**config.mk**
```make
export PLATFORM = sky130hd
export DESIGN_NAME = prng_share_ctrl
export DESIGN_NICKNAME = d
export VERILOG_FILES = /design/src/rtl/prng_pkg.sv /design/src/rtl/lcg_core.sv /design/src/rtl/prng_share_ctrl.sv
export SDC_FILE = /design/constraint.sdc
export NUM_CORES = 2
export LEC_CHECK = 0
export ABC_AREA = 1
export CAP_MARGIN = 20
export CORE_AREA = 5 5 275 277
export DETAILED_ROUTE_END_ITERATION = 16
export DIE_AREA = 0 0 280 282
export DONT_BUFFER_PORTS = 1
export PLACE_DENSITY = 0.83
export SYNTH_ARGS = -nofsm -noshare
export SYNTH_HDL_FRONTEND = slang
export SYNTH_SLANG_ARGS = --single-unit
```
**constraint.sdc**
```tcl
create_clock -name clk -period 7.7 [get_ports clk]
set_input_delay 1.54 -clock clk [delete_from_list [all_inputs] [get_ports clk]]
set_output_delay 1.54 -clock clk [all_outputs]
set_load 0.01 [all_outputs]
```
**src/rtl/prng_pkg.sv**
```systemverilog
// Shared constants, FSM state type and LCG step function for the PRNG sharing controller.
package prng_pkg;

  localparam logic [63:0] LCG_MULT = 64'h5851F42D4C957F2D;
  localparam logic [63:0] LCG_INC  = 64'h14057B7EF767814F;

  typedef enum logic [1:0] {
    LOAD,
    WARMUP,
    SERVE
  } prng_state_e;

  // Product and sum both wrap modulo 2^64.
  function automatic logic [63:0] lcg_next(input logic [63:0] state);
    return state * LCG_MULT + LCG_INC;
  endfunction

endpackage

```
**src/rtl/lcg_core.sv**
```systemverilog
// 64-bit LCG state register; loads a seed or advances one step when enabled.
module lcg_core
  import prng_pkg::*;
(
  input  logic        clk,
  input  logic        rst,
  input  logic        load,
  input  logic [63:0] load_val,
  input  logic        advance,
  output logic [63:0] state,
  output logic [63:0] next
);

  assign next = lcg_next(state);

  always_ff @(posedge clk or negedge rst) begin
    if (!rst) begin
      state <= '0;
    end else if (load) begin
      state <= load_val;
    end else if (advance) begin
      state <= next;
    end
  end

endmodule

```
**src/rtl/prng_share_ctrl.sv**
```systemverilog
// Seeds and warms up one LCG, then serves its words to NUM_REQ requesters in round-robin order.
module prng_share_ctrl #(
  parameter int unsigned NUM_REQ = 4,
  parameter int unsigned WARMUP  = 4
) (
  input  logic                       clk,
  input  logic                       rst,
  input  logic [63:0]                seed,
  input  logic                       reseed,
  input  logic [NUM_REQ-1:0]         req,
  output logic [NUM_REQ-1:0]         grant,
  output logic                       rand_valid,
  output logic [63:0]                rand_data,
  output logic [$clog2(NUM_REQ)-1:0] rand_id,
  output logic                       ready,
  output logic [31:0]                draw_count
);
  import prng_pkg::prng_state_e;
  import prng_pkg::LOAD;
  import prng_pkg::SERVE;

  localparam int unsigned ID_W = $clog2(NUM_REQ);

  prng_state_e     fsm;
  logic [7:0]      warm_cnt;
  logic [ID_W-1:0] ptr;
  logic [ID_W-1:0] win_id;
  logic [ID_W-1:0] cand;
  logic            win_found;
  logic            core_load;
  logic            core_adv;
  logic [63:0]     lcg_nxt;
  logic [63:0]     lcg_state_unused;

  // The core only moves when a word is consumed or discarded; reseed freezes it.
  assign core_load = (fsm == LOAD) && !reseed;
  assign core_adv  = !reseed &&
                     ((fsm == prng_pkg::WARMUP) || ((fsm == SERVE) && win_found));

  lcg_core u_lcg (
    .clk      (clk),
    .rst      (rst),
    .load     (core_load),
    .load_val (seed),
    .advance  (core_adv),
    .state    (lcg_state_unused),
    .next     (lcg_nxt)
  );

  always_comb begin
    win_found = 1'b0;
    win_id    = '0;
    cand      = '0;
    for (int unsigned i = 0; i < NUM_REQ; i++) begin
      cand = ID_W'((32'(ptr) + i) % NUM_REQ);
      if (!win_found && req[cand]) begin
        win_found = 1'b1;
        win_id    = cand;
      end
    end
  end

  always_ff @(posedge clk or negedge rst) begin
    if (!rst) begin
      fsm        <= LOAD;
      warm_cnt   <= '0;
      ptr        <= '0;
      grant      <= '0;
      rand_valid <= 1'b0;
      rand_data  <= '0;
      rand_id    <= '0;
      ready      <= 1'b0;
      draw_count <= '0;
    end else if (reseed) begin
      fsm        <= LOAD;
      ptr        <= '0;
      grant      <= '0;
      rand_valid <= 1'b0;
      ready      <= 1'b0;
      draw_count <= '0;
    end else begin
      grant      <= '0;
      rand_valid <= 1'b0;
      unique case (fsm)
        LOAD: begin
          warm_cnt <= 8'(WARMUP);
          if (WARMUP != 0) begin
            fsm <= prng_pkg::WARMUP;
          end else begin
            fsm   <= SERVE;
            ready <= 1'b1;
          end
        end
        prng_pkg::WARMUP: begin
          warm_cnt <= warm_cnt - 8'd1;
          if (warm_cnt == 8'd1) begin
            fsm   <= SERVE;
            ready <= 1'b1;
          end
        end
        SERVE: begin
          if (win_found) begin
            grant[win_id] <= 1'b1;
            rand_valid    <= 1'b1;
            rand_data     <= lcg_nxt;
            rand_id       <= win_id;
            draw_count    <= draw_count + 32'd1;
            ptr           <= ID_W'((32'(win_id) + 1) % NUM_REQ);
          end
        end
        default: fsm <= LOAD;
      endcase
    end
  end

endmodule

```
==> flow_summary.ini <==
[worst_setup_path]
max_stage_delay_ps = 580
rr_endpoint = u_lcg.state[40]
arrival_ps = 8870
cp_common_cell = fa_1
critPathRequiredTime_ps = 8140
cp_slowest_cell = fa_2
r2r-start = u_lcg.state[26]
critPathKind = reg -> reg
regToRegSetupSlack_ps = -720
crit_fanout = 4
start_kind = flop
r2r_cells = 29
end_kind = flop

[timing]
setup_ws_ps = -723
relSlewSlack_pct = 32.3
max_freq_ghz = 0.119
rsz0062_at_grt = true
maxSlewViolCount = 0
post-route-min-period_ps = 8420
hold_viol_final = 0
worstMarginPinSlew_ps = 1010
setup_viol = 84
fin_crit_sh_pct = 109
fin_worst_skew_ps = 35.4
hold_slack_ps = 536

[yosys]
synth_top_area_cell = fa_1
synthCells = 4650
synthTopCellsByArea = fa_1 (43%), ha_1 (17%), inv_1 (13%)
seq_area_frac_synth_pct = 10.3
ys_types = 56
synth_nets = 6264
ys_warn_count = 0
netlist_area_um2 = 43800
synth.top_cell.area_share_pct = 43.4
ys_seq_elements = 180
syn_avg_cell_area_um2 = 9.43

[routing]
drc = 0
wire_per_inst_um = 29.1
ant_nets = 0
vias_per_cell = 5.85
vias = 37700
drt-initial-drc-count = 3840
wl_um = 187000
first_pass_iters = 6

[die]
die-height_um = 282
io_pins = 175
core_um2 = 72600
initial_core_util_pct = 60.4
die_w_um = 280
row_count = 99
dieArea_um2 = 79000

[clock_network]
cts_root_buf = clkbuf_16
path_clk_slew_ps = 100
htree_num_levels = 4
cts_inserted_buffers = 17
cts.sinks = 180
clk_latency_ps = 520
cts_tree = done
clock_path_buffers = 2

[placement]
dp_hpwl_um = 154000
dp.cells = 6265
gp_congestion = 1.09
place_area_um2 = 50400
io_buffers = 0

[global_route]
grt_pass1_wl_um = 259000
grt_antenna_before_repair = 6
grt_max_degree = 181
grt_pass1_vias = 39700
overflow = 0
track_usage_pct = 45.9

[worst_hold_path]
min_path_type = reg -> reg
hold_depth = 1
hold_end = warm_cnt[0]
min_from = warm_cnt[0]

[cells_and_area]
nets = 7076
layout.cells.non_filler = 6438
layout-drive-gt1-share_pct = 30.4
design_area_um2 = 55600
area_growth_pct = 26.9
utilization_pct = 76.7

[outcome]
violations = setup timing
outcome = complete, but fails checks

[run]
maxCapViolCount = 0
## final cells by class
class / instances / area [um2]
tap: 959 / 1200
clock buffer: 17 / 425
fill: 4894 / 16900
multi-input combinational: 2930 / 36700
timing repair buffer: 839 / 6900
antenna: 4 / 10.0
inverter: 1494 / 5670
sequential: 180 / 4530
clock inverter: 15 / 225
## layout by cell type (no fill, tap or decap), types with 39 or more instances in the layout
cell	count
nor2_1	113
nor2_4	48
dfrtp_1	158
inv_2	166
nand2_2	54
ha_4	63
ha_1	517
o21ai_0	68
nand3_2	39
fa_1	833
xor2_1	45
fa_2	118
nand2_1	413
nor2_2	45
buf_4	741
buf_6	71
nand3_1	71
o21ai_1	44
inv_1	1309
a21oi_1	40
## worst max-delay path: cells and delay by family (launching register included)
family	cells	cell delay, ps
compound gates	3	830
fa+ha+maj	11	5310
buf+inv	9	920
flops	1	430
simple gates	6	840
## synthesized netlist by cell type (all sizes together)
| library cell | n |
|---|---|
| nand4 | 19 |
| and3 | 1 |
| nor4 | 7 |
| o22ai | 33 |
| dfrtp | 180 |
| o31ai | 2 |
| a211oi | 1 |
| a32o | 1 |
| or2 | 9 |
| nor2 | 206 |
| nor3 | 37 |
| a21boi | 7 |
| o21bai | 16 |
| clkbuf | 19 |
| o21ai | 146 |
| o21a | 26 |
| nand3b | 5 |
| xnor2 | 39 |
| mux2i | 3 |
| a21o | 15 |
| a22o | 1 |
| o211ai | 31 |
| inv | 1494 |
| a31oi | 14 |
| a31o | 2 |
| xor2 | 53 |
| a21oi | 93 |
| fa | 951 |
| ha | 592 |
| buf | 27 |
| o221a | 1 |
| o311ai | 1 |
| nand2 | 496 |
| nand3 | 113 |
| o211a | 1 |
| a221oi | 3 |
| o32ai | 5 |
## logic make-up (layout without fill, tap and decap cells)
family / count (synthesis) / count (layout) / synth area share [%]
AOI/OAI and AO/OA: 399 / 399 / 5.68
xor gates and xnor gates: 92 / 92 / 1.85
adders and majority gates: 1543 / 1543 / 60.3
buffers and inverters: 1540 / 2365 / 13.3
DFF: 180 / 180 / 10.3
muxes: 3 / 3 / 0.0685
other: 0 / 4 / 0
and+or+nand+nor: 893 / 893 / 8.48
## through the flow
step | TNS, ps | setup WS, ps
after floorplan | -6.64 | -6.64
after global placement | -37200 | -828
after detailed placement | -39290 | -846
after CTS | -7600 | -331
after global routing | -46080 | -813
final | -34990 | -723
## worst max path at each step
| stage | endpoint | cells past startpoint | start | slack (ps) |
|---|---|---|---|---|
| 4_1_cts | u_lcg.state[40] | 33 | u_lcg.state[23] | -330 |
| 3_5_place_dp | u_lcg.state[45] | 31 | u_lcg.state[14] | -850 |
| 2_1_floorplan | u_lcg.state[58] | 33 | u_lcg.state[16] | -7 |
| 3_3_place_gp | u_lcg.state[45] | 31 | u_lcg.state[14] | -830 |
| 6_report | u_lcg.state[40] | 29 | u_lcg.state[26] | -720 |
| 5_1_grt | u_lcg.state[27] | 25 | u_lcg.state[15] | -810 |
## state kept, by name, summed over array words and instances (netlist names)
| signal | cells |
|---|---|
| warm_cnt | 8 |
| ptr | 2 |
| rand_data | 64 |
| rand_valid | 1 |
| rand_id | 2 |
| fsm | 2 |
| ready | 1 |
| u_lcg.state | 64 |
| grant | 4 |
| draw_count | 32 |
## metal layers
layer  global-route usage, %  wire length (um)  vias up
li1                        -                 -    15500
met1                    54.2             61300    18500
met2                    71.5             82700     2597
met3                    11.8             19700     1039
met4                    37.2             23300        6
met5                       0                39        -
## repair_timing
action	CTS	global route
endpoints found under the setup margin	91	95
hold buffers	0	0
pin swaps	244	281
resized for setup	619	416
buffers inserted	76	78
endpoints found under the hold margin	0	0
Power is left out: the tool's default activity adds up to more than one toggle a clock period on the data nets, which glitch-free logic cannot reach.
==> edit: new RTL, same flow settings <==
Put one more register stage on the output `draw_count`, cleared by the reset. The value now appears one clock later. The other outputs are not delayed to match.
--- a/src/rtl/prng_share_ctrl.sv
+++ b/src/rtl/prng_share_ctrl.sv
@@ -21,4 +21,6 @@
 
   localparam int unsigned ID_W = $clog2(NUM_REQ);
+
+  logic [31:0] draw_count_s0;
 
   prng_state_e     fsm;
@@ -71,5 +73,5 @@
       rand_id    <= '0;
       ready      <= 1'b0;
-      draw_count <= '0;
+      draw_count_s0 <= '0;
     end else if (reseed) begin
       fsm        <= LOAD;
@@ -78,5 +80,5 @@
       rand_valid <= 1'b0;
       ready      <= 1'b0;
-      draw_count <= '0;
+      draw_count_s0 <= '0;
     end else begin
       grant      <= '0;
@@ -105,5 +107,5 @@
             rand_data     <= lcg_nxt;
             rand_id       <= win_id;
-            draw_count    <= draw_count + 32'd1;
+            draw_count_s0 <= draw_count_s0 + 32'd1;
             ptr           <= ID_W'((32'(win_id) + 1) % NUM_REQ);
           end
@@ -114,4 +116,12 @@
   end
 
+  always_ff @(posedge clk or negedge rst) begin
+    if (!rst) begin
+      draw_count <= '0;
+    end else begin
+      draw_count <= draw_count_s0;
+    end
+  end
+
 endmodule
 
Check against the original RTL: not settled (the Yosys comparison gave no result); the edit may change what the design does.
==> edit against the unedited design <==
  * The flow still finishes with violations (negative setup slack)
  * Worst setup slack improved by 0.10 ns
  * Cell area increased by 2.3%
  * Via count increased by 1.0%
  * Routed wire length decreased by 1.6%
  * Sequential cell count increased by 32
  * Synthesized area increased by 1.5%
  * Highest routed layer unchanged
Power is left out: the tool's default activity adds up to more than one toggle a clock period on the data nets, which glitch-free logic cannot reach.
==> edit: results (changes against the unedited design) <==
- Status: finished with violations
- Failing checks: negative setup slack
- Crit-path max cell delay: 0.63 ns (+0.05 ns)
- Slack of the critical path: -0.621 ns (+0.101 ns)
- List of most frequent post-synthesis cells: 1497 x inv_1, 951 x fa_1, 592 x ha_1
- Seq/Total Area, Yosys: 11.9% (+1.6 points)
- CTS clk-pin slew, worst paths: 0.07 ns (-0.03 ns)
- Detailed-route via count: 38100 (+1.0%)
- Setup Fix Bufs, Post-CTS: 114 (+50%)
- GP Congestion: 1.11 (+1.5%)
- Library cells used by synthesis: 49 (-13%)
- Final Skew: 0.0544 ns (+0.0190 ns)
- Met3 Use GR: 11.5% (-0.36 points)
- CTS resizes: 642 (+3.7%)
- Largest net degree at the start of global routing: 213 (+18%)
- Proportion of layout cells with a drive suffix above 1: 29.8% (-0.55 points)
- Slew HR: 23.0% (-9.2 points)
- # setup viols final: 74 (-12%)
- Arrival time at the worst endpoint: 8.82 ns (-0.05 ns)
- Final nets: 7156 (+1.1%)
- GRT Util Overall: 45.0% (-0.89 points)
- Top area cells in the synthesized netlist: fa_1 43%, ha_1 17%, inv_1 13%
- GR Util met2: 68.9% (-2.5 points)
- DPL Wire Length: 149 mm (-2.8%)
- Worst-Skew Late Latency: 0.64 ns (+0.12 ns)
- TNS Setup: -24.73 ns (+10.27 ns)
## edit: changes by cell type in the layout (fill, tap and decap cells not counted), sizes merged, moves of 10 or more
| cell | delta |
|---|---|
| nor2 | +12 |
| a21oi | +17 |
| dfrtp | +32 |
| nand2 | +63 |
| inv | +11 |
| nor3 | -14 |
| o21a | -11 |
| clkbuf | +15 |
| o21ai | +10 |
| o211ai | -16 |
## edit: cells by family (layout without fill, tap and decap cells)
family,after synthesis,in the layout,synth area share [%]
other cells,0,6,0
compound gates,387,387,4.97
flops,212,212,11.9
xor+xnor,85,85,1.67
buf+inv,1546,2381,13.2
simple gates,952,952,8.86
fa+ha+maj,1543,1543,59.4
## edit: stage by stage
stage | setup slack, ns | hold WS, ns | instances | instance area (µm²) | util (%)
2_1_floorplan | -0.00782 | 0.354 | 4725 | 44500 | -
3_3_place_gp | -0.807 | 0.373 | 6320 | 50700 | 69.9
3_5_place_dp | -0.816 | 0.371 | 6320 | 50700 | 69.9
4_1_cts | -0.205 | 0.397 | 6473 | 54700 | 75.3
5_1_grt | -0.745 | 0.420 | 6523 | 56900 | 78.4
6_report | -0.621 | 0.409 | 6525 | 56900 | 78.4
## edit: final cells by class
type	instances	area share (%)
multi-input combinational	2967	65.1
timing repair buffer	835	11.9
inverter	1500	9.97
sequential	212	9.36
tap	959	2.11
clock buffer	32	1.25
clock inverter	14	0.253
antenna	6	0.0264
## edit: per-layer routing
metal  vias to the layer above  routed length, µm
li1                      15600                  -
met1                     18600              60900
met2                      2728              79800
met3                      1058              21100
met4                         2              22200
met5                         -                 66
## edit: path summary, 6_finish.rpt
| kind | end | startpoint | cells after the start | slack (ns) |
|---|---|---|---|---|
| setup / recovery | u_lcg.state[61]$_DFFE_PN0P_ | u_lcg.state[28]$_DFFE_PN0P_ | 32 | -0.62 |
| hold / removal | draw_count[29]$_DFF_PN0_ | draw_count_s0[29]$_DFFE_PN0P_ | 0 | 0.41 |
| setup reg to reg | u_lcg.state[61]$_DFFE_PN0P_ | u_lcg.state[28]$_DFFE_PN0P_ | 32 | -0.62 |
| hold reg to reg | draw_count[29]$_DFF_PN0_ | draw_count_s0[29]$_DFFE_PN0P_ | 0 | 0.41 |
| max in group asynchronous | u_lcg.state[44]$_DFFE_PN0P_ | rst | 0 | 6.65 |
| min in group asynchronous | u_lcg.state[20]$_DFFE_PN0P_ | rst | 0 | 0.62 |
## edit: critical path: cells and delay by family (launching register included)
family | cells | cell delay [ns]
adder cells (fa/ha/maj) | 11 | 5.22
buffers and inverters | 11 | 1.12
AO/OA/AOI/OAI | 6 | 1.07
flip-flops | 1 | 0.44
AND/OR/NAND/NOR | 4 | 0.32
